$ cat src/rtl/seg_scan_decoder.sv
// rtl/seg_scan_decoder.sv - rebuilds per-digit hex values from a scanned 7-segment bus
// with a stability filter and sticky code/anode fault flags.
module seg_scan_decoder #(
  parameter int NUM_DIGITS     = 4,
  parameter int STABLE_CYCLES  = 3,
  parameter int SEG_ACTIVE_LOW = 1,
  parameter int AN_ACTIVE_LOW  = 1
) (
  input  logic                    clk,
  input  logic                    rst,
  input  logic [NUM_DIGITS-1:0]   an,
  input  logic [6:0]              seg,
  input  logic                    clr_err,
  output logic [4*NUM_DIGITS-1:0] digits,
  output logic [NUM_DIGITS-1:0]   digit_valid,
  output logic                    update,
  output logic [NUM_DIGITS-1:0]   err_digit,
  output logic                    multi_err,
  output logic                    err_any
);

  localparam logic [NUM_DIGITS-1:0] AN_IDLE  = (AN_ACTIVE_LOW != 0) ? '1 : '0;
  localparam logic [6:0]            SEG_IDLE = (SEG_ACTIVE_LOW != 0) ? 7'h7F : 7'h00;
  localparam logic [7:0]            STABLE   = 8'(STABLE_CYCLES);
  localparam logic [NUM_DIGITS-1:0] AN_ONE   = NUM_DIGITS'(1);

  logic [NUM_DIGITS-1:0] an_q, prev_an, an_n;
  logic [6:0]            seg_q, prev_seg, seg_n;
  logic [7:0]            cnt, cnt_next;
  logic                  done, done_eff;
  logic                  changed, one_hot, multi, capture;
  logic                  code_valid, code_blank;
  logic [3:0]            code_val;

  always_comb begin
    an_n     = (AN_ACTIVE_LOW != 0) ? ~an_q : an_q;
    seg_n    = (SEG_ACTIVE_LOW != 0) ? seg_q : ~seg_q;
    changed  = (an_q != prev_an) || (seg_q != prev_seg);
    one_hot  = (an_n != '0) && ((an_n & (an_n - AN_ONE)) == '0);
    multi    = (an_n != '0) && !one_hot;
    cnt_next = '0;
    if (one_hot) begin
      if (changed)
        cnt_next = 8'd1;
      else if (cnt >= STABLE)
        cnt_next = cnt;
      else
        cnt_next = cnt + 8'd1;
    end
    // A new sample opens a new dwell, so any earlier capture no longer blocks.
    done_eff = changed ? 1'b0 : done;
    capture  = one_hot && (cnt_next == STABLE) && !done_eff;
  end

  always_comb begin
    code_valid = 1'b1;
    code_blank = 1'b0;
    code_val   = 4'h0;
    case (seg_n)
      7'h40: code_val = 4'h0;
      7'h79: code_val = 4'h1;
      7'h24: code_val = 4'h2;
      7'h30: code_val = 4'h3;
      7'h19: code_val = 4'h4;
      7'h12: code_val = 4'h5;
      7'h02: code_val = 4'h6;
      7'h78: code_val = 4'h7;
      7'h00: code_val = 4'h8;
      7'h10: code_val = 4'h9;
      7'h08: code_val = 4'hA;
      7'h03: code_val = 4'hB;
      7'h46: code_val = 4'hC;
      7'h21: code_val = 4'hD;
      7'h06: code_val = 4'hE;
      7'h0E: code_val = 4'hF;
      7'h7F: begin
        code_valid = 1'b0;
        code_blank = 1'b1;
      end
      default: code_valid = 1'b0;
    endcase
  end

  always_ff @(posedge clk) begin
    if (rst) begin
      an_q        <= AN_IDLE;
      seg_q       <= SEG_IDLE;
      prev_an     <= AN_IDLE;
      prev_seg    <= SEG_IDLE;
      cnt         <= '0;
      done        <= 1'b0;
      digits      <= '0;
      digit_valid <= '0;
      update      <= 1'b0;
      err_digit   <= '0;
      multi_err   <= 1'b0;
    end else begin
      an_q     <= an;
      seg_q    <= seg;
      prev_an  <= an_q;
      prev_seg <= seg_q;
      cnt      <= cnt_next;
      done     <= one_hot ? (done_eff || capture) : 1'b0;
      update   <= capture && code_valid;
      for (int i = 0; i < NUM_DIGITS; i++) begin
        if (capture && an_n[i]) begin
          if (code_valid) begin
            digits[4*i +: 4] <= code_val;
            digit_valid[i]   <= 1'b1;
          end else begin
            digit_valid[i]   <= 1'b0;
          end
        end
      end
      // Clear first, then OR in new events so a same-edge set survives clr_err.
      err_digit <= (clr_err ? '0 : err_digit)
                 | ({NUM_DIGITS{capture && !code_valid && !code_blank}} & an_n);
      multi_err <= (multi_err && !clr_err) || multi;
    end
  end

  assign err_any = (|err_digit) | multi_err;

endmodule

$ cat config.mk
export PLATFORM = sky130hd
export DESIGN_NAME = seg_scan_decoder
export DESIGN_NICKNAME = d
export VERILOG_FILES = /design/src/rtl/seg_scan_decoder.sv
export SDC_FILE = /design/constraint.sdc
export NUM_CORES = 1
export LEC_CHECK = 0
export CAP_MARGIN = 20
export CORE_MARGIN = 8
export CORE_UTILIZATION = 55
export CTS_CLUSTER_SIZE = 30
export DETAILED_ROUTE_END_ITERATION = 7
export PLACE_DENSITY_LB_ADDON = 0.08
export SLEW_MARGIN = 20
export SYNTH_ARGS = -nofsm -noshare
export SYNTH_HDL_FRONTEND = slang
export SYNTH_SLANG_ARGS = --single-unit
export TNS_END_PERCENT = 30
$ cat constraint.sdc
create_clock -name clk -period 5.6 [get_ports clk]
set_input_delay 1.68 -clock clk [delete_from_list [all_inputs] [get_ports clk]]
set_output_delay 1.68 -clock clk [all_outputs]
set_load 0.02 [all_outputs]
Yosys cells after proc, flatten, opt, wreduce, memory -nomap -nowiden
Index checks and enable logic that the tools add are counted.

cells by class
  $lt $le $gt $ge = 1
  reductions and logical operators = 30
  add/subtract/negate cells = 2
  equality and inequality tests = 19
  muxes and demuxes = 9
  bitwise operators = 6

operators with widths
  kind                   number
  $pmux W4 S15           1
  $eq A7 B7 Y1 const B   5
  $mux W8                3
  $eq A7 B5 Y1 const B   3
  $eq A7 B6 Y1 const B   3
  $reduce_or A16 Y1      1
  $eq A7 B2 Y1 const B   2
  $eq A7 B4 Y1 const B   2
  $logic_and A1 B1 Y1    12
  $add A8 B1 Y8 const B  1
  $and A4 B4 Y4          2
  $eq A8 B2 Y1 const B   1
  $ge A8 B2 Y1 const B   1
  $reduce_and A2 Y1      4
  $eq A7 B3 Y1 const B   1
  $logic_not A7 Y1       1
  $ne A7 B7 Y1           1
  $logic_not A1 Y1       5
  $logic_not A4 Y1       1
  $mux W1                4
  $mux W4                1
  $ne A4 B4 Y1           1
  $not A4 Y4             1
  $or A4 B4 Y4           1
  other kinds (7)        9

storage, ports and cells
  bits of input ports = 14
  word-level logic and storage cells = 84
  bits in registers = 57
  output and inout bits = 27

Depth between registers and ports, before layout
Gate-level depths: netlist (run 1).

  depth after elaboration = 13
  gate-level depth with buffers = 8
  gate-level depth less buffers = 7

Worst setup path before layout (run 1)
No wires, ideal clock.

  path type = register to output
  from = reg err_digit[2]
  to = out err_any
  path slack = 3.206 ns
  data required time = 3.920 ns
  data arrival time = 0.714 ns
  cell stages (with the launch flop) = 3
  path through = dfxtp_1 nor3_1 nand2_1

on the way
  longest elaborated chain between the ends = 2

ends and longest elaborated chain
  what                    RTL line  source
  from (decl)             17        output logic [NUM_DIGITS-1:0] err_digit,
  from (signal assigned)  116       err_digit <= (clr_err ? '0 : err_digit)
  $reduce_or A4 Y1        122       assign err_any = (|err_digit) | multi_err;
  $or A1 B1 Y1            122
  to (decl)               19        output logic err_any

No other way between the ends.

==> results of run 1 <==
==> power breakdown <==
part	leakage, nW	internal (W)	switching, W
combinational	0.589	0.0000314	0.0000263
sequential	0.465	0.000414	0.0000164
clock	0.0887	0.000167	0.000149
==> flip-flops by register name, indices dropped and copies added (netlist names) <==
register / cells
digit_valid: 4
done: 1
an_q: 4
err_digit: 4
digits: 16
prev_seg: 7
update: 1
multi_err: 1
seg_n: 7
cnt: 8
prev_an: 4
==> cell families after synthesis <==
group	after synthesis	synth area share [%]
AOI/OAI and AO/OA	44	12.4
and+or+nand+nor	108	28.1
buffers and inverters	19	5.12
DFF	57	45.4
muxes	9	3.58
adders and majority gates	2	0.895
xor gates and xnor gates	13	4.53
==> routing by layer <==
metal | track usage [%] | share of wire [%] | up-vias
li1 | - | - | 950
met5 | 0 | 0 | -
met1 | 18.2 | 48 | 866
met3 | 5.96 | 7.2 | 6
met4 | 6.12 | 1.1 | 0
met2 | 20.1 | 43 | 62
==> path summary, 6_finish.rpt <==
check / startpoint / end / slack [ns] / cells after the start
worst max register to register: seg_n[0] / err_digit[3] / 3.28 / 6
worst max-delay path: rst / cnt[4] / 2.26 / 5
worst min-delay path: cnt[6] / cnt[6] / 0.46 / 1
worst min register to register: cnt[6] / cnt[6] / 0.46 / 1
==> per-stage QoR <==
| step | power, W | hold WS, ns | instances | utilization (%) |
|---|---|---|---|---|
| final | 0.000804 | 0.458 | 344 | 69.2 |
| after detailed placement | 0.000497 | 0.445 | 329 | 65.5 |
| after CTS | 0.000812 | 0.462 | 344 | 69.2 |
| after global routing | 0.000843 | 0.482 | 344 | 69.2 |
| after floorplan | 0.000483 | 0.431 | 252 | - |
| after global placement | 0.000496 | 0.444 | 329 | 65.5 |
==> layout make-up <==
class | count | area [um^2] | area share, %
well taps | 52 | 65.1 | 2.15
repair buffers | 41 | 408 | 13.4
clock inverters | 4 | 20.0 | 0.660
inverters | 3 | 11.3 | 0.371
clock buffers | 11 | 141 | 4.66
multi-input cells | 176 | 1250 | 41.1
flip-flops and latches | 57 | 1140 | 37.6
==> Yosys cell counts (2+ instances only) <==
cell / number / area [um^2]
inv_1: 3 / 11.3
a21oi_1: 12 / 60.1
dfxtp_1: 57 / 1140
nor2_1: 19 / 71.3
nand2b_1: 4 / 25.0
a21o_1: 2 / 15.0
nand4_1: 2 / 12.5
nor2b_1: 4 / 25.0
nor3_4: 4 / 65.1
nand4b_1: 3 / 26.3
clkbuf_1: 2 / 7.51
a22o_1: 13 / 114
and3_1: 2 / 12.5
or2_2: 23 / 144
nor3_1: 6 / 30.0
nor3b_1: 4 / 30.0
xor2_1: 12 / 105
mux2i_1: 9 / 90.1
nand2_1: 16 / 60.1
and2_1: 6 / 37.5
buf_6: 6 / 67.6
o21ai_0: 7 / 35.0
buf_2: 7 / 35.0
==> critical path, delay by kind of cell <==
kind | cells | cell delay (ns)
simple gates | 3 | 0.74
buf+inv | 2 | 1.19
==> results.md, run 1 <==
- Critical-path cell list: clkdlybuf4s50_1 > buf_4 > or2_2 > nor2_1 > and2_1
- Layout area overhead: 20.5%
- Most frequent cells in the layout: dfxtp_1 (57), clkdlybuf4s50_1 (40), or2_2 (23)
- CP Class: in2reg
- Share of synthesized registers carrying an async set or reset: 0%
- Peak per-stage delay on the critical path: around 0.79 ns
- # setup viols final: 0
- Part of the cycle the worst path needs: between 50% and 60%
- Worst-path clk slew: 0.06 ns
- RSZ-0062 raised after global routing: false
- Die Area: about 7000 um^2
- Total gr overflow: 0
- Worst-path maximum fanout: 22
- Number of port buffers: 40
- Setup TNS: 0 ns
- DP Wirelength: 3320 um
- Sequential area share after synthesis: 45.4%
- Vias/cell: 5.48
- Cts bufs inserted: 9
- Pleak: roughly 1.1 nW
- Largest net degree at the start of global routing: 23
- Core area: between 4000 and 5000 um^2
- Clock latency on the worst-skew pair: roughly 0.33 ns
- Clk buf depth: 2
- Mapped Area: roughly 2500 um^2
- First-pass GRT wire length: 8290 um
- Post-Synthesis Cells: 252
- Nets: approximately 300
- Total Wirelength: 4780 um
- Final Max Slew Viols: 0
- ANT nets after route: 0
- Antenna Diode Count: 0
- Distinct cells, synth: 52
- Io pins: 41
- GR Util All Layers: 14.2%
- Fmax: 299 MHz
- Max-cap violations: 0
- Syn_nets: 267
- Layout cells sized above 1: 18.2%
- Arr. time, crit path: 3.61 ns
- Final WS setup: about 2.3 ns
- CP max stage cell: clkdlybuf4s50_1
- Min-delay worst type: reg2reg
- Finished Cell Area: 3030 um^2
- Placed cell area: about 2900 um^2
- Die Wd: 83.6 um
- Syn. warnings: 0
- Syn avg cell area: between 9 and 10 um^2
- Pre-Repair DR Iteration Count: 4
- Leading register cell type out of synthesis: dfxtp_1
- Clock sinks: 57
- Hold Fails Final Rpt: 0
- Power per Cell Area: 265 nW/um^2
- Slew at the pin closest to its max-slew limit: roughly 0.73 ns
- Final min period: 3.34 ns
- H-Tree Depth: 3
- Setup Buffers After CTS: 0
- Root buffer cell: clkbuf_8
- Wirelength per Cell: 13.9 um
- Routability cong.: 0.803
- Core Rows: 24
- Worst-case vdd ir drop: 0.175 mV
- CTS-repair resized insts: 0
- Critical path required time: 5.87 ns
- Pre-CTS setup slack: 1.95 ns
- Vias in the first global route: approximately 1,700
- Die Ht: between 80 and 90 um
- Starting Density: 57.4%
- Via count: 1,884
- Fillers: 362
- Worst Skew: 0.00558 ns
- #FFs+latches synth: between 50 and 60
- CTS tree: done
- Post-cts hold buffer count: 0
- Number of enable flip-flop cells after synthesis: 0
- Crit path launch type: input port
- Slew margin rel.: 51.0%
- Status: finished clean
- Critical Path Sink Type: flip-flop
- Initial DRC count: 120
- Most common cell after layout, fill and taps aside: dfxtp_1
- Antenna violations before repair: 0
- Drc violations: 0
No activity file was read; power rests on OpenSTA's default activity.
==> run 2: changes to the inputs <==
--- a/config.mk
+++ b/config.mk
@@ -7,7 +7,7 @@
 export LEC_CHECK = 0
 export CAP_MARGIN = 20
 export CORE_MARGIN = 8
-export CORE_UTILIZATION = 55
+export CORE_UTILIZATION = 48
 export CTS_CLUSTER_SIZE = 30
 export DETAILED_ROUTE_END_ITERATION = 7
 export PLACE_DENSITY_LB_ADDON = 0.08
==> constraint.sdc (replaced) <==
create_clock -name clk -period 2.71 [get_ports clk]
set_input_delay 0.813 -clock clk [delete_from_list [all_inputs] [get_ports clk]]
set_output_delay 0.813 -clock clk [all_outputs]
set_load 0.02 [all_outputs]
==> results.md, run 2 (synthesized netlist as in run 1, its figures left out) <==
- CTS tree: done
- Setup Buffers After CTS: 0 (unchanged)
- Most frequent cells in the layout: dfxtp_1 (57), clkdlybuf4s50_1 (40), or2_2 (23)
- DP Cell Count: 349 (+6.1%)
- Largest net degree at the start of global routing: 24 (+4.3%)
- Top Metal Used: met4
- Post-cts hold buffer count: 0 (unchanged)
- Slew margin rel.: 67.8% (+17 points)
- Die Wd: 88.4 um (+5.7%)
- Critical Path Sink Type: flip-flop
- Largest register FFs: 16 (unchanged)
- CP Class: reg2reg
- Clk buf depth: 2 (unchanged)
- Antenna violations before repair: 0 (unchanged)
- Worst-case vdd ir drop: 0.392 mV (+120%)
- ANT nets after route: 0 (unchanged)
- Pre-Repair DR Iteration Count: 4 (unchanged)
- Core Rows: 26 (+8.3%)
- RSZ-0062 raised after global routing: false
- Metal-1 WL: 2500 um (+8.4%)
- Wire length on met3: 289 um (-16%)
- Routability cong.: 0.783 (-2.5%)
- Reg power frac: 50.7% (-2.9 points)
- Number of port buffers: 40 (unchanged)
- Clk pwr share: 42.3% (+3.0 points)
- Die Area: 7810 um^2 (+12%)
- Largest regs: digits: 16 flops, cnt: 8 flops
- Starting Density: 49.6% (-7.8 points)
- Slew at the pin closest to its max-slew limit: 0.482 ns (-0.251 ns)
- Finished Cell Area: 3100 um^2 (+2.1%)
- DP Wirelength: 3590 um (+8.2%)
- Arr. time, crit path: 2.50 ns (-1.11 ns)
- Fmax: 439 MHz
- Net Sw Frac: 23.5% (-0.33 points)
- Via count: 1,887 (+0.16%)
- P_int: 0.00134 W (+120%)
- Max-cap violations: 0 (unchanged)
- Most common cell after layout, fill and taps aside: dfxtp_1
- First-pass GRT wire length: 8470 um (+2.2%)
- Vias/cell: 5.17 (-5.6%)
- Placed cell area: 2910 um^2 (+1.3%)
- Critical path required time: 2.93 ns (-2.94 ns)
- Crit path launch type: flip-flop
- Root buffer cell: clkbuf_8
- Vias in the first global route: 1,791 (+3.2%)
- Metal2 WL: 2190 um (+5.4%)
- Comb pwr share: 7.0% (-0.2 points)
- Cts bufs inserted: 9 (unchanged)
- Status: finished clean
- Hold WS: 0.462 ns (+0.00394 ns)
- Wirelength per Cell: 13.8 um (-0.41%)
- Layout Cells excl Fill: 365 (+6.1%)
- Core area: 5070 um^2 (+16%)
- Clock sinks: 57 (unchanged)
- Drc violations: 0 (unchanged)
- Final min period: about 2.3 ns
- Die Ht: 88.4 um (+5.7%)
- Total Wirelength: 5050 um (+5.7%)
- Antenna Diode Count: 0 (unchanged)
- Most flop-heavy register: digits
- Power per Cell Area: 567 nW/um^2 (+110%)
- GR Util All Layers: 13.8% (-0.35 points)
- # setup viols final: 0 (unchanged)
- Total Power: 0.00175 W (+120%)
- Switching power: 0.000413 W (+120%)
- Layout cells sized above 1: 19.0% (+0.83 points)
- CTS-repair resized insts: 0 (unchanged)
- Final Max Slew Viols: 0 (unchanged)
- H-Tree Depth: 3 (unchanged)
- Total gr overflow: 0 (unchanged)
- Pleak: 1.16 nW (+1.8%)
- Worst Skew: 0.00808 ns (+0.00251 ns)
- Io pins: 41 (unchanged)
- Worst-path maximum fanout: 6 (-73%)
- Hold Fails Final Rpt: 0 (unchanged)
- Part of the cycle the worst path needs: 84.0%
- Setup TNS: 0 ns (unchanged)
- Initial DRC count: 81 (-33%)
- Min-delay worst type: reg2reg
- Layout area overhead: 23.0%
- Worst-path clk slew: 0.07 ns (about the same)
- Clock latency on the worst-skew pair: 0.32 ns (about the same)
- Nets: 305 (+0.66%)
==> run 2: changes by cell type in the layout (fill, tap and decap cells not counted) <==
cell / previous run / this run
clkinv_4: 0 / 1
clkbuf_8: 10 / 9
buf_4: 1 / 3
bufinv_16: 0 / 1
==> run 2: power groups by stage <==
stage / combinational (W) / sequential [W] / clock [W]
after CTS: 0.000124 / 0.000889 / 0.000764
final: 0.000123 / 0.000889 / 0.000742
after global placement: 0.000122 / 0.000907 / 0
after global routing: 0.000136 / 0.000893 / 0.000801
after floorplan: 0.000112 / 0.000885 / 0
after detailed placement: 0.000123 / 0.000908 / 0
==> run 2: critical path, stage by stage, from the launching register on <==
cell	delay (ns)
dfxtp_1	0.34
ha_1	0.31
nor3b_1	0.18
o2111ai_1	0.19
or3_4	0.48
nor3_4	0.30
a21oi_2	0.13
a22o_1	0.25
==> run 2: final cells by class <==
class | instances | area [um^2]
sequential | 57 | 1140
clock buffer | 10 | 128
timing repair buffer | 43 | 423
fill | 478 | 1980
multi-input combinational | 176 | 1250
inverter | 3 | 11.3
clock inverter | 6 | 58.8
tap | 70 | 87.6
==> run 2: metrics by stage <==
stage | worst slack, ns | utilization [%]
floorplan | 0.675 | -
global placement | 0.449 | 57.3
detailed placement | 0.417 | 57.3
CTS | 0.417 | 61.0
global route | 0.247 | 61.0
finish | 0.433 | 61.0
==> run 2: final timing paths <==
kind	start	to	slack, ns	cells past startpoint
worst min register to register	cnt[4]	cnt[4]	0.46	1
worst min-delay path	cnt[4]	cnt[4]	0.46	1
worst max register to register	cnt[0]	digits[1]	0.43	7
worst max-delay path	cnt[0]	digits[1]	0.43	7
==> run 2: routing by layer <==
layer / global-route usage [%] / vias to the layer above
li1: - / 956
met1: 18.2 / 872
met2: 20.3 / 52
met3: 3.44 / 7
met4: 7.37 / 0
met5: 0 / -
==> run 3: changes to the inputs <==
==> constraint.sdc (replaced) <==
create_clock -name clk -period 1.98 [get_ports clk]
set_input_delay 0.594 -clock clk [delete_from_list [all_inputs] [get_ports clk]]
set_output_delay 0.594 -clock clk [all_outputs]
set_load 0.02 [all_outputs]
==> results.md, run 3 (synthesized netlist as in run 1, its figures left out) <==
- Status: finished, violations left
- Failing checks: setup timing
- Reg2Reg Depth: 8 (+1)
- Worst Hold End: cnt[4]
- CP Class: reg2reg
- Layout Cells excl Fill: 398 (+9.0%)
- R2R Path End: digit_valid[2]
- Layout area overhead: 35.6%
- Part of the cycle the worst path needs: 101% (+17 points)
- Critical Path Sink Type: flip-flop
- Vias/cell: 5.05 (-2.4%)
- Min-delay worst type: reg2reg
- Clock latency on the worst-skew pair: 0.33 ns (about the same)
- Placed cell area: 3180 um^2 (+9.2%)
- Core area: 5070 um^2 (unchanged)
- Finished Cell Area: 3410 um^2 (+10%)
- Final min period: 2.01 ns (-0.270 ns)
- Starting Density: 49.6% (unchanged)
- Critical-path cell list: ha_4 > nor3b_4 > o2111ai_2 > or3_4 > nor3_4 > buf_4 > mux2i_1 > nor2_1
- Slew at the pin closest to its max-slew limit: 0.359 ns (-0.123 ns)
- Peak per-stage delay on the critical path: 0.42 ns (-0.06 ns)
- ANT nets after route: 0 (unchanged)
- Most frequent cells in the layout: dfxtp_1 (52), clkdlybuf4s50_1 (39), buf_4 (36)
- GR Util All Layers: 14.3% (+0.41 points)
- Total Wirelength: 5350 um (+5.9%)
- Clk buf depth: 2 (unchanged)
- Largest regs: digits: 16 flops, cnt: 8 flops
- Worst-path clk slew: 0.06 ns (about the same)
- RSZ-0062 raised after global routing: true
- Crit Reg-Reg Startpoint: cnt[0]
- Nets: 339 (+11%)
- CP max stage cell: or3_4
- Crit path launch type: flip-flop
- Hold Fails Final Rpt: 0 (unchanged)
- Largest net degree at the start of global routing: 23 (-4.2%)
- Wirelength per Cell: 13.4 um (-2.9%)
- Arr. time, crit path: 2.23 ns (-0.27 ns)
- R2R Setup Slk: -0.03 ns (-0.46 ns)
- Io pins: 41 (unchanged)
- Die Area: 7810 um^2 (unchanged)
- Worst-case vdd ir drop: 0.466 mV (+19%)
- Die Ht: 88.4 um (unchanged)
- Number of port buffers: 40 (unchanged)
- Final Core Density: 67.2% (+6.2 points)
- Via count: 2,008 (+6.4%)
- Fmax: 498 MHz (+13%)
- Most flop-heavy register: digits
- Pre-Repair DR Iteration Count: 6 (+2)
- Critical path required time: 2.20 ns (-0.73 ns)
- Die Wd: 88.4 um (unchanged)
- Worst Skew: 0.00658 ns (-0.00151 ns)
- Worst-path maximum fanout: 5 (-1)
- Hold Crit Depth: 1 (unchanged)
- Most common cell after layout, fill and taps aside: dfxtp_1
- Pleak: 1.33 nW (+14%)
- Routability cong.: 0.871 (+11%)
- Max-cap violations: 0 (unchanged)
- Initial DRC count: 84 (+3.7%)
- Fillers: 438 (-8.4%)
- Vias in the first global route: 1,866 (+4.2%)
- Antenna violations before repair: 0 (unchanged)
- Hold WS: 0.460 ns (-0.00215 ns)
- Layout cells sized above 1: 30.8% (+12 points)
- Power per Cell Area: 688 nW/um^2 (+21%)
- Core Rows: 26 (unchanged)
- Antenna Diode Count: 0 (unchanged)
- Final Max Slew Viols: 0 (unchanged)
- Root buffer cell: clkbuf_8
- Largest register FFs: 16 (unchanged)
- CTS tree: done
- HP Start: cnt[4]
- Clock sinks: 57 (unchanged)
- Final WS setup: -0.0268 ns (-0.460 ns)
- Drc violations: 0 (unchanged)
- # setup viols final: 9 (+9)
- DP Wirelength: 3860 um (+7.6%)
- Slew margin rel.: 75.7% (+7.9 points)
- Total gr overflow: 0 (unchanged)
- Pre-CTS setup slack: -0.0684 ns (-0.485 ns)
- DP Cell Count: 381 (+9.2%)
- H-Tree Depth: 3 (unchanged)
- Cts bufs inserted: 9 (unchanged)
- First-pass GRT wire length: 8550 um (+0.98%)
-- run 3: cell count changes in the layout (fill, tap and decap cells not counted), moves of 2 or more --
| cell | previous run | this run |
|---|---|---|
| dfxtp_1 | 57 | 52 |
| a21oi_1 | 12 | 10 |
| o21ai_1 | 0 | 4 |
| dfxtp_2 | 0 | 4 |
| a21oi_2 | 1 | 3 |
| o21ai_0 | 7 | 3 |
| clkinv_2 | 4 | 2 |
| buf_4 | 3 | 36 |
-- run 3: stage by stage --
step	setup TNS [ns]	total power (W)
2_1_floorplan	-0.143	0.00137
3_3_place_gp	-0.249	0.00145
3_5_place_dp	-0.455	0.00145
4_1_cts	-0.187	0.00238
5_1_grt	-2.62	0.00245
6_report	-0.102	0.00235
-- run 3: worst max path at each step --
| stage | startpoint | endpoint | slack, ns | cells past startpoint |
|---|---|---|---|---|
| after global routing | cnt[0] | digits[2] | -0.14 | 7 |
| after floorplan | cnt[0] | digits[0] | -0.05 | 7 |
| final | cnt[0] | digit_valid[2] | -0.03 | 8 |
| after global placement | cnt[0] | digits[1] | -0.05 | 7 |
| after detailed placement | cnt[0] | digits[1] | -0.07 | 7 |
| after CTS | cnt[0] | digits[11] | -0.04 | 8 |
-- run 3: routing by layer --
layer	routed length, um	GRT usage, %
met1	2610	17.0
met2	2390	22.0
met3	270	5.66
met4	82	6.45
met5	0	0
-- run 3: final cells by class --
cell class	instances	area (um^2)	share of cell area, %
flip-flops and latches	57	1150	33.7
multi-input cells	177	1330	39.0
repair buffers	76	669	19.6
clock buffers	12	145	4.26
well taps	70	87.6	2.57
inverters	3	11.3	0.330
clock inverters	3	17.5	0.514
-- run 3: timing repair --
item,in CTS,in global routing
buffers inserted,0,1
gates resized for setup,6,12
pin swaps,4,5
endpoints found under the hold margin,0,0
gates cloned,1,0
hold buffers,0,0
endpoints found under the setup margin,19,31
-- run 3: critical path: cells and delay by family, from the launching register on --
family	cells	cell delay, ns
muxes	1	0.16
DFF	1	0.35
AOI/OAI and AO/OA	1	0.15
adders and majority gates	1	0.26
and+or+nand+nor	4	0.82
buffers and inverters	1	0.15
-- run 3: where the power goes --
part           total (W)  leakage (nW)  switching [W]  internal (W)
Sequential       0.00120         0.464      0.0000262       0.00117
Combinational   0.000238         0.782       0.000111      0.000127
Clock           0.000910        0.0822       0.000433      0.000477
Total            0.00235          1.33       0.000570       0.00178
